$ cat src/rtl/seg7_pkg.sv
// seg7_pkg -- definitions shared by the 7-segment scanner and the stopwatch.
//   SEG_BLANK / SEG_ZERO : active-low {a..g} codes for "all off" and "0"
//   scan_state_t         : blanking / lit phase of a digit slot
//   digit_idx_t          : 2-bit digit index (0 = sec1 .. 3 = min2)
package seg7_pkg;

  localparam logic [6:0] SEG_BLANK = 7'h7F;
  localparam logic [6:0] SEG_ZERO  = 7'b0000001;

  typedef enum logic {
    ST_BLANK = 1'b0,
    ST_LIT   = 1'b1
  } scan_state_t;

  typedef logic [1:0] digit_idx_t;

  localparam digit_idx_t DIGIT_LAST = 2'd3;

  // Active-low anode pattern selecting a single digit.
  function automatic logic [3:0] anode_sel(input digit_idx_t idx);
    return ~(4'b0001 << idx);
  endfunction

endpackage

$ cat src/rtl/seg7_slot_timer.sv
// seg7_slot_timer -- digit slot counter plus digit index for the scanner.
//   clk, rst    : clock, asynchronous active-low reset
//   count       : position inside the current slot, 0..SCAN_DIV-1
//   index       : digit being scanned, 0..3
//   slot_wrap   : high on the last cycle of every slot
//   frame_wrap  : high on the last cycle of the digit-3 slot
module seg7_slot_timer
  import seg7_pkg::*;
#(
  parameter int SCAN_DIV = 50_000,
  parameter int CW       = 16
) (
  input  logic          clk,
  input  logic          rst,
  output logic [CW-1:0] count,
  output digit_idx_t    index,
  output logic          slot_wrap,
  output logic          frame_wrap
);

  assign slot_wrap  = (count == CW'(SCAN_DIV - 1));
  assign frame_wrap = slot_wrap && (index == DIGIT_LAST);

  always_ff @(posedge clk or negedge rst) begin
    if (!rst) begin
      count <= '0;
      index <= '0;
    end else if (slot_wrap) begin
      count <= '0;
      index <= index + 2'd1;  // 3 rolls over to 0 naturally
    end else begin
      count <= count + 1'b1;
    end
  end

endmodule

$ cat src/rtl/seg7_scan.sv
// seg7_scan -- time-multiplexed driver for a 4-digit common-anode display.
//   clk, rst            : clock, asynchronous active-low reset
//   sec1..min2          : active-low segment codes from the stopwatch
//   tick                : one-second toggle, shown on the colon (digit 2 dp)
//   hold                : freeze the displayed snapshot
//   dim                 : halve the lit part of every slot
//   seg, an, dp         : registered active-low display drive
//   frame_done          : pulse on the last cycle of the digit-3 slot
// Each slot starts with BLANK_CYC blanking cycles so the previous digit's
// segments never ghost onto the newly selected anode.
module seg7_scan
  import seg7_pkg::*;
#(
  parameter int SCAN_DIV  = 50_000,
  parameter int BLANK_CYC = 16,
  parameter int BLANK_LZ  = 1
) (
  input  logic       clk,
  input  logic       rst,
  input  logic [6:0] sec1,
  input  logic [6:0] sec2,
  input  logic [6:0] min1,
  input  logic [6:0] min2,
  input  logic       tick,
  input  logic       hold,
  input  logic       dim,
  output logic [6:0] seg,
  output logic [3:0] an,
  output logic       dp,
  output logic       frame_done
);

  localparam int CW      = $clog2(SCAN_DIV);
  // First slot count that is dark when dimming.
  localparam int DIM_END = BLANK_CYC + (SCAN_DIV - BLANK_CYC) / 2;

  logic [CW-1:0] count;
  digit_idx_t    index;
  logic          slot_wrap;
  logic          frame_wrap;

  scan_state_t   state;
  logic [6:0]    snap [4];
  logic          tick_reg;

  logic          in_window;
  logic          lz_blank;
  logic          lit;

  seg7_slot_timer #(
    .SCAN_DIV (SCAN_DIV),
    .CW       (CW)
  ) u_timer (
    .clk        (clk),
    .rst        (rst),
    .count      (count),
    .index      (index),
    .slot_wrap  (slot_wrap),
    .frame_wrap (frame_wrap)
  );

  assign frame_done = frame_wrap;

  always_comb begin
    in_window = (state == ST_LIT) && (!dim || (count < CW'(DIM_END)));
    lz_blank  = (BLANK_LZ != 0) && (index == DIGIT_LAST) && (snap[3] == SEG_ZERO);
    lit       = in_window && !lz_blank;
  end

  // State is advanced one cycle early (at BLANK_CYC-1) so that it is LIT
  // exactly while count >= BLANK_CYC; the pins then follow one cycle later.
  always_ff @(posedge clk or negedge rst) begin
    if (!rst) begin
      state    <= ST_BLANK;
      snap[0]  <= SEG_BLANK;
      snap[1]  <= SEG_BLANK;
      snap[2]  <= SEG_BLANK;
      snap[3]  <= SEG_BLANK;
      tick_reg <= 1'b0;
      seg      <= SEG_BLANK;
      an       <= 4'b1111;
      dp       <= 1'b1;
    end else begin
      tick_reg <= tick;

      case (state)
        ST_BLANK: if (count == CW'(BLANK_CYC - 1)) state <= ST_LIT;
        ST_LIT:   if (slot_wrap)                   state <= ST_BLANK;
        default:                                   state <= ST_BLANK;
      endcase

      // Capture all four digits together so a frame never mixes two readings.
      if (frame_wrap && !hold) begin
        snap[0] <= sec1;
        snap[1] <= sec2;
        snap[2] <= min1;
        snap[3] <= min2;
      end

      if (lit) begin
        seg <= snap[index];
        an  <= anode_sel(index);
        dp  <= !((index == 2'd2) && tick_reg);
      end else begin
        seg <= SEG_BLANK;
        an  <= 4'b1111;
        dp  <= 1'b1;
      end
    end
  end

endmodule

$ cat config.mk
export PLATFORM = sky130hd
export DESIGN_NAME = seg7_scan
export DESIGN_NICKNAME = d
export VERILOG_FILES = /design/src/rtl/seg7_pkg.sv /design/src/rtl/seg7_slot_timer.sv /design/src/rtl/seg7_scan.sv
export SDC_FILE = /design/constraint.sdc
export NUM_CORES = 1
export LEC_CHECK = 0
export ABC_AREA = 1
export BUFFER_PORTS_ARGS = -buffer_cell sky130_fd_sc_hd__buf_4
export CAP_MARGIN = 10
export CORE_MARGIN = 1.5
export CORE_UTILIZATION = 38
export CTS_BUF_LIST = sky130_fd_sc_hd__clkbuf_8
export DETAILED_ROUTE_END_ITERATION = 8
export HOLD_SLACK_MARGIN = 0.06
export SETUP_SLACK_MARGIN = 0.2
export SKIP_LAST_GASP = 1
export SYNTH_ARGS = -nofsm -noshare
export SYNTH_HDL_FRONTEND = slang
export SYNTH_HIERARCHICAL = 1
export SYNTH_SLANG_ARGS = --single-unit
$ cat constraint.sdc
create_clock -name clk -period 2.7 [get_ports clk]
set_clock_uncertainty 0.1 [all_clocks]
set_input_delay 0.27 -clock clk [delete_from_list [all_inputs] [get_ports clk]]
set_output_delay 0.27 -clock clk [all_outputs]
set_load 0.1 [all_outputs]
==> Implementation_results.wiki, run 1 <==
{| class="wikitable"
! Metric !! Value
|-
| Result of the run || completed
|-
| Largest area contributor in the synthesized netlist || dfstp_2
|-
| Register clock-pin slew on the reported worst setup and hold paths || 0.07 ns
|-
| Worst vdd rail ir drop || 0.252 mV
|-
| Top layer in use || met4
|-
| Share of layout cells above drive strength 1 || 0.364
|-
| Total congestion overflow after global routing || 0
|-
| Largest registers ranked by flip-flop count || snap: 28 flops, u_timer/count: 16 flops, seg: 7 flops
|-
| Area post-placement || 3300 sq um
|-
| Flip-flop and latch area || 1550 sq um
|-
| FF-to-FF Start || u_timer/count[0]
|-
| Summed area of non-filler cells in the final layout || 3790 sq um
|-
| Max reg flops || 28
|-
| Total length of routed met3 wires || 250 um
|-
| Root Buffer || clkbuf_8
|-
| Final worst path period share || 0.852
|-
| CTS tree || built
|-
| Critical path arrival || 1.93 ns
|-
| Share of the synthesized area in the top cell type || 0.366
|-
| Number of H-tree levels || 3
|-
| Buf+Inv Stages, Crit Path || 1
|-
| Type of element launching the critical path || flip-flop
|-
| Half-perimeter wire length after placement || 4130 um
|-
| Most frequent standard cell in the layout excluding fill and tap cells || nand2_1
|-
| Detailed-routed wire length on met2 || 2910 um
|-
| Postcts setup bufs || 0
|-
| Final-stage net count || 420
|-
| Initial cell density of the core || 0.394
|-
| Biggest register || snap
|-
| Number of endpoints failing setup at the final stage || 0
|-
| Maximum number of pins on one net before global-route repair || 61
|-
| Wire length of the first global-routing pass || 10600 um
|-
| Vias post-DR || 2213
|-
| Measured slew at the worst slew-check pin || 0.731 ns
|-
| Cell count along the critical path || 6
|-
| Area of the multi-input gates || 1180 sq um
|-
| Critical path destination || frame_done
|-
| Routability cong. || 0.855
|-
| Worst R2R Path Depth || 7
|-
| IO buf count || 45
|-
| Min-Delay Startpoint || sec1[4]
|-
| Number of iterations in the first detailed-routing pass || 4
|-
| Post-Syn Instances || 306
|-
| Critical path peak fanout || 9
|-
| Mean number of vias per cell || 4.53
|-
| Syn. warnings || 6
|-
| Fraction of synthesis flops using an asynchronous set or reset pin || 1.00
|-
| Worst min-delay path class || input port to flip-flop
|-
| Fmax || 435 MHz
|-
| Setup tns final || 0 ns
|-
| Wirelength, routed || 5980 um
|-
| Count of nets left with antenna violations after detail routing || 0
|-
| Number of unique standard cell types used by synthesis || 28
|-
| Chip width || 89.9 um
|-
| Count of routing violations after the opening detailed-route iteration || 107
|-
| Clk_lat worst skew || 0.33 ns
|-
| Post-synth EDFFs || 0
|-
| Maximum number of buffers from clock root to sink || 2
|-
| Number of buffers created by CTS || 9
|-
| Slack of the worst reg-to-reg path || 0.63 ns
|-
| Cell row count || 31
|-
| Cell class contributing the biggest share of worst-path delay || simple AND/OR/NAND/NOR gates
|-
| Min Clock Period, post-route || 2.30 ns
|-
| Critical path's slowest cell || dfrtp_1
|-
| Average wire per standard cell || 12.2 um
|-
| Final Hold Fails || 0
|-
| Routed met1 length || 2770 um
|-
| Final slew viol count || 0
|-
| Leakage Power || 0.00192 uW
|-
| Antenna violations before repair || 0
|-
| Register bit count reported by yosys || 60
|-
| Std-Cell Core Area || 7290 sq um
|-
| Relative slew slack || 0.513
|-
| Endpoint type of the worst setup path || output port
|-
| Power density over the cells || 492 nW/um^2
|-
| Via count of the first global-routing pass || 2280
|-
| Die area || 8090 sq um
|-
| Setup repair after global routing missed its margin || no
|-
| Cell Chain, Critical Path || ha_1, nand3_2, nor2_2, nand2_4, nor2_4, buf_4
|-
| Required time worst endpoint || 2.33 ns
|-
| Max-cap viol count || 0
|-
| Post-synth net total || 341
|-
| FILL cells || 702
|-
| Largest stage delay on the critical path || 0.40 ns
|-
| Sequential fraction of the synthesis area || 0.540
|-
| N_diodes || 0
|-
| DRC Markers || 0
|-
| Cell area after synthesis || 2870 sq um
|-
| Clk sinks || 60
|-
| Synthesized area divided by synthesized cell count || 9.38 sq um
|-
| Y dimension of the die || 89.9 um
|-
| Signed area change from the synthesized netlist to the final layout || 32.0%
|-
| Leading cell types in the layout, fill and taps excluded || nand2_1 (84), buf_4 (45), nor2_1 (42)
|-
| Launching instance or port of the critical path || u_timer/count[0]
|-
| Main area contributors after synthesis || dfstp_2 (37%), dfrtp_1 (17%), mux2_2 (11%), nand2_1 (11%), nor2_1 (5.6%)
|-
| Number of placed I/O pins || 46
|-
| Main synth FF type || dfstp_2
|-
| Category of the most critical setup path || flip-flop to output port
|-
| All-layer global routing usage || 0.168
|-
| Crit Reg-Reg Endpoint || snap[27]
|}
-- cell families after synthesis --
group | synth area share
flip-flops | 0.540
AND/OR/NAND/NOR | 0.253
multiplexers | 0.110
AO/OA/AOI/OAI | 0.0157
adder cells (fa/ha/maj) | 0.00871
buffers and inverters | 0.0540
XOR/XNOR | 0.0183
-- through the flow --
stage	util	setup WS [ns]	power (uW)	hold WS, ns	std cells
floorplan	-	0.250	918	-0.126	306
global placement	0.452	0.493	972	0.273	446
detailed placement	0.452	0.376	973	0.282	446
CTS	0.518	0.367	1900	0.0606	488
global route	0.520	0.227	1940	0.0606	489
finish	0.520	0.400	1870	0.0760	489
-- cells in the mapped netlist, drive strengths merged, types with 4 or more instances --
master and count:
dfrtp 20, o21ai 4, mux2 28, xor2 6, nand2 87, inv 29
dfstp 40, nor2 49, nand3 23, nand4 4, buf 4
-- routing by layer --
layer	vias to the layer above	track usage
li1	1125	-
met1	1030	0.212
met2	52	0.277
met3	6	0.0516
met4	0	0.0489
met5	-	0
-- layout make-up --
cell class,instances,share of cell area
sequential,60,0.409
multi-input combinational,212,0.311
timing repair buffer,72,0.160
clock buffer,10,0.0363
tap,99,0.0327
inverter,30,0.0300
clock inverter,6,0.0208
-- worst min path at each step --
stage / endpoint / slack [ns] / depth (start not counted)
after floorplan: state / -0.13 / 0
after global placement: u_timer/count[11] / 0.27 / 1
after detailed placement: u_timer/count[11] / 0.28 / 1
after CTS: snap[25] / 0.06 / 2
after global routing: snap[18] / 0.06 / 2
final: snap[25] / 0.08 / 2
-- where the power goes --
group	switching, uW	internal [uW]
combinational	29.9	54.9
clock	341	537
sequential	0.297	903
-- worst register-to-register path, delay by kind of cell (launching register included) --
family / cells / cell delay, ns
flip-flops: 1 / 0.40
AND/OR/NAND/NOR: 5 / 0.91
adder cells (fa/ha/maj): 1 / 0.22
multiplexers: 1 / 0.38
-- repair_timing --
action | CTS | global route
resized for setup | 0 | 1
setup endpoints to repair | 0 | 1
hold buffers | 26 | 1
endpoints found under the hold margin | 45 | 1
(Power assumes the default switching activity.)
==> run 2: changes to the inputs <==
ABC_AREA = unset   (was 1)
PLACE_DENSITY = 0.65   (was unset)
==> Implementation_results.wiki, run 2 <==
{| class="wikitable"
! Metric !! Value
|-
| Number of unique standard cell types used by synthesis || 37 (+32%)
|-
| Power, Total || 1690 uW (-9.3%)
|-
| Final-stage net count || 315 (-25%)
|-
| Setup repair after global routing missed its margin || no
|-
| Final slew viol count || 0 (unchanged)
|-
| Critical path's slowest cell || or4b_4
|-
| Largest area contributor in the synthesized netlist || dfstp_2
|-
| Synthesized area divided by synthesized cell count || 13.8 sq um (+47%)
|-
| Fmax || 424 MHz (-2.6%)
|-
| CTS tree || built
|-
| Cell row count || 30 (-3.2%)
|-
| Count of nets left with antenna violations after detail routing || 0 (unchanged)
|-
| Root Buffer || clkbuf_8
|-
| Largest registers ranked by flip-flop count || snap: 28 flops, u_timer/count: 16 flops, seg: 7 flops
|-
| Measured slew at the worst slew-check pin || 0.733 ns (+0.00239 ns)
|-
| Share of the synthesized area in the top cell type || 0.381 (+0.0148)
|-
| Average wire per standard cell || 15.2 um (+24%)
|-
| Via count of the first global-routing pass || 1863 (-18%)
|-
| Syn. warnings || 6 (unchanged)
|-
| Routability cong. || 0.803 (-6.1%)
|-
| Clk_lat worst skew || 0.34 ns (about the same)
|-
| Wirelength, routed || 5770 um (-3.4%)
|-
| Clk sinks || 60 (unchanged)
|-
| Signed area change from the synthesized netlist to the final layout || 35.2%
|-
| Mean number of vias per cell || 4.87 (+7.6%)
|-
| Post-Syn Instances || 200 (-35%)
|-
| Worst min-delay path class || input port to flip-flop
|-
| Main area contributors after synthesis || dfstp_2 (38%), dfrtp_1 (18%), mux2_2 (12%), mux4_2 (4.9%), xnor2_1 (2.9%)
|-
| Final worst path period share || 0.874 (+0.0224)
|-
| Switching pwr || 404 uW (+8.7%)
|-
| Sw frac || 0.239 (+0.0395)
|-
| Number of buffers created by CTS || 9 (unchanged)
|-
| Sequential fraction of the synthesis area || 0.562 (+0.0218)
|-
| Half-perimeter wire length after placement || 3570 um (-13%)
|-
| Tightest hold margin || 0.332 ns (+0.256 ns)
|-
| Post-synth net total || 235 (-31%)
|-
| Number of endpoints failing setup at the final stage || 0 (unchanged)
|-
| DRC Markers || 0 (unchanged)
|-
| Antenna violations before repair || 0 (unchanged)
|-
| All-layer global routing usage || 0.169 (+0.00170)
|-
| Largest stage delay on the critical path || 0.57 ns (+0.17 ns)
|-
| Count of routing violations after the opening detailed-route iteration || 88 (-18%)
|-
| Result of the run || completed
|-
| Required time worst endpoint || 2.33 ns (about the same)
|-
| Cell Chain, Critical Path || or4b_4, nor4_4, and2_4, buf_4
|-
| Fraction of synthesis flops using an asynchronous set or reset pin || 1.00 (unchanged)
|-
| Top cells by count, synth || dfstp_2 (40), mux2_2 (29), dfrtp_1 (20)
|-
| IO buf count || 45 (unchanged)
|-
| Std-Cell Core Area || 6910 sq um (-5.3%)
|-
| Share of layout cells above drive strength 1 || 0.519 (+0.155)
|-
| Critical path peak fanout || 4 (-5)
|-
| Maximum number of buffers from clock root to sink || 2 (unchanged)
|-
| Most frequent standard cell in the layout excluding fill and tap cells || buf_4
|-
| Die area || 7780 sq um (-3.8%)
|-
| Max reg flops || 28 (unchanged)
|-
| Power density over the cells || 453 nW/um^2 (-7.9%)
|-
| N_diodes || 0 (unchanged)
|-
| Min-Delay Startpoint || dim
|-
| Register bit count reported by yosys || 60 (unchanged)
|-
| Register clock-pin slew on the reported worst setup and hold paths || 0.07 ns (about the same)
|-
| Main synth FF type || dfstp_2
|-
| Postcts setup bufs || 0 (unchanged)
|-
| Total congestion overflow after global routing || 0 (unchanged)
|-
| Area post-placement || 3270 sq um (-1.0%)
|-
| Y dimension of the die || 88.2 um (-1.9%)
|-
| Chip width || 88.2 um (-1.9%)
|-
| Type of element launching the critical path || flip-flop
|-
| Biggest register || snap
|-
| Part of the power in the clock network || 0.413 (-0.058)
|-
| Internal cell power || 1290 uW (-14%)
|-
| Final Hold Fails || 0 (unchanged)
|-
| Min Clock Period, post-route || 2.36 ns (+0.0606 ns)
|-
| Endpoint type of the worst setup path || output port
|-
| Number of H-tree levels || 3 (unchanged)
|-
| Number of iterations in the first detailed-routing pass || 4 (unchanged)
|-
| Category of the most critical setup path || flip-flop to output port
|-
| FILL cells || 599 (-15%)
|-
| Cell area after synthesis || 2760 sq um (-3.9%)
|-
| Relative slew slack || 0.511 (-0.00159)
|-
| Critical path arrival || 1.99 ns (+0.06 ns)
|-
| Leakage Power || 0.00157 uW (-18%)
|-
| Maximum number of pins on one net before global-route repair || 61 (unchanged)
|-
| Setup tns final || 0 ns (unchanged)
|-
| FF-to-FF Start || u_timer/count[11]
|-
| Summed area of non-filler cells in the final layout || 3730 sq um (-1.6%)
|-
| Worst vdd rail ir drop || 0.230 mV (-8.6%)
|-
| Max-cap viol count || 0 (unchanged)
|-
| Dominant cell by count in the synthesized netlist || dfstp_2
|-
| Vias post-DR || 1856 (-16%)
|-
| Comb pwr share || 0.054 (+0.009)
|-
| Leading cell types in the layout, fill and taps excluded || buf_4 (47), dfstp_2 (40), dlygate4sd3_1 (30)
|-
| Initial cell density of the core || 0.400 (+0.00585)
|-
| Launching instance or port of the critical path || u_timer/count[11]
|-
| Number of placed I/O pins || 46 (unchanged)
|-
| Register share of total power || 0.534 (+0.050)
|-
| Post-synth EDFFs || 0 (unchanged)
|-
| Wire length of the first global-routing pass || 9490 um (-11%)
|}
run 2: worst paths after layout:
check | end | slack, ns | cells past startpoint
hold / removal | seg[5] | 0.33 | 3
hold reg to reg | dp | 0.34 | 1
setup / recovery | frame_done | 0.34 | 4
max in group asynchronous | u_timer/count[1] | 1.58 | 2
setup reg to reg | snap[7] | 0.42 | 6
min in group asynchronous | u_timer/count[6] | 0.44 | 2
run 2: worst max-delay path, delay by kind of cell (launching register included):
kind / cells / cell delay, ns
flip-flops: 1 / 0.43
buffers and inverters: 1 / 0.28
AND/OR/NAND/NOR: 3 / 0.92
run 2: power by group through the flow:
stage | combinational, uW | sequential (uW) | clock [uW]
after floorplan | 0.854 | 917 | 0
after global placement | 56.3 | 917 | 0
after detailed placement | 56.1 | 917 | 0
after CTS | 90.6 | 903 | 720
after global routing | 98.7 | 902 | 761
final | 90.7 | 903 | 698
run 2: cell families (layout without fill, tap and decap cells):
group	count (synthesis)	in the layout	synth area share
multiplexers	36	36	0.177
AND/OR/NAND/NOR	50	50	0.103
buffers and inverters	20	105	0.0426
XOR/XNOR	15	15	0.0503
AO/OA/AOI/OAI	17	17	0.0558
flip-flops	60	60	0.562
adder cells (fa/ha/maj)	2	2	0.00906
run 2: per-layer routing:
layer / share of wire / track usage / vias up
met1: 0.47 / 0.226 / 908
li1: - / - / 889
met4: 0.028 / 0.102 / 0
met5: 0 / 0 / -
met3: 0.040 / 0.0345 / 12
met2: 0.46 / 0.256 / 47
run 2: cell type report:
| class | count | area (sq um) | area share |
|---|---|---|---|
| Clock buffer | 9 | 124 | 0.0332 |
| Clock inverter | 7 | 41.3 | 0.0111 |
| Inverter | 11 | 41.3 | 0.0111 |
| Multi-Input combinational cell | 120 | 1180 | 0.316 |
| Sequential cell | 60 | 1550 | 0.416 |
| Tap cell | 96 | 120 | 0.0322 |
| Timing Repair Buffer | 78 | 673 | 0.180 |
run 2: metrics by stage:
stage / setup slack, ns / util / instances
CTS: 0.310 / 0.540 / 381
global placement: 0.475 / 0.473 / 335
finish: 0.339 / 0.540 / 381
detailed placement: 0.430 / 0.473 / 335
global route: 0.227 / 0.540 / 381
floorplan: 0.157 / - / 200
run 2: what timing repair did:
| action | CTS | global route |
|---|---|---|
| hold endpoints to repair | 49 | 0 |
| hold buffers | 30 | 0 |
| resized for setup | 0 | 0 |
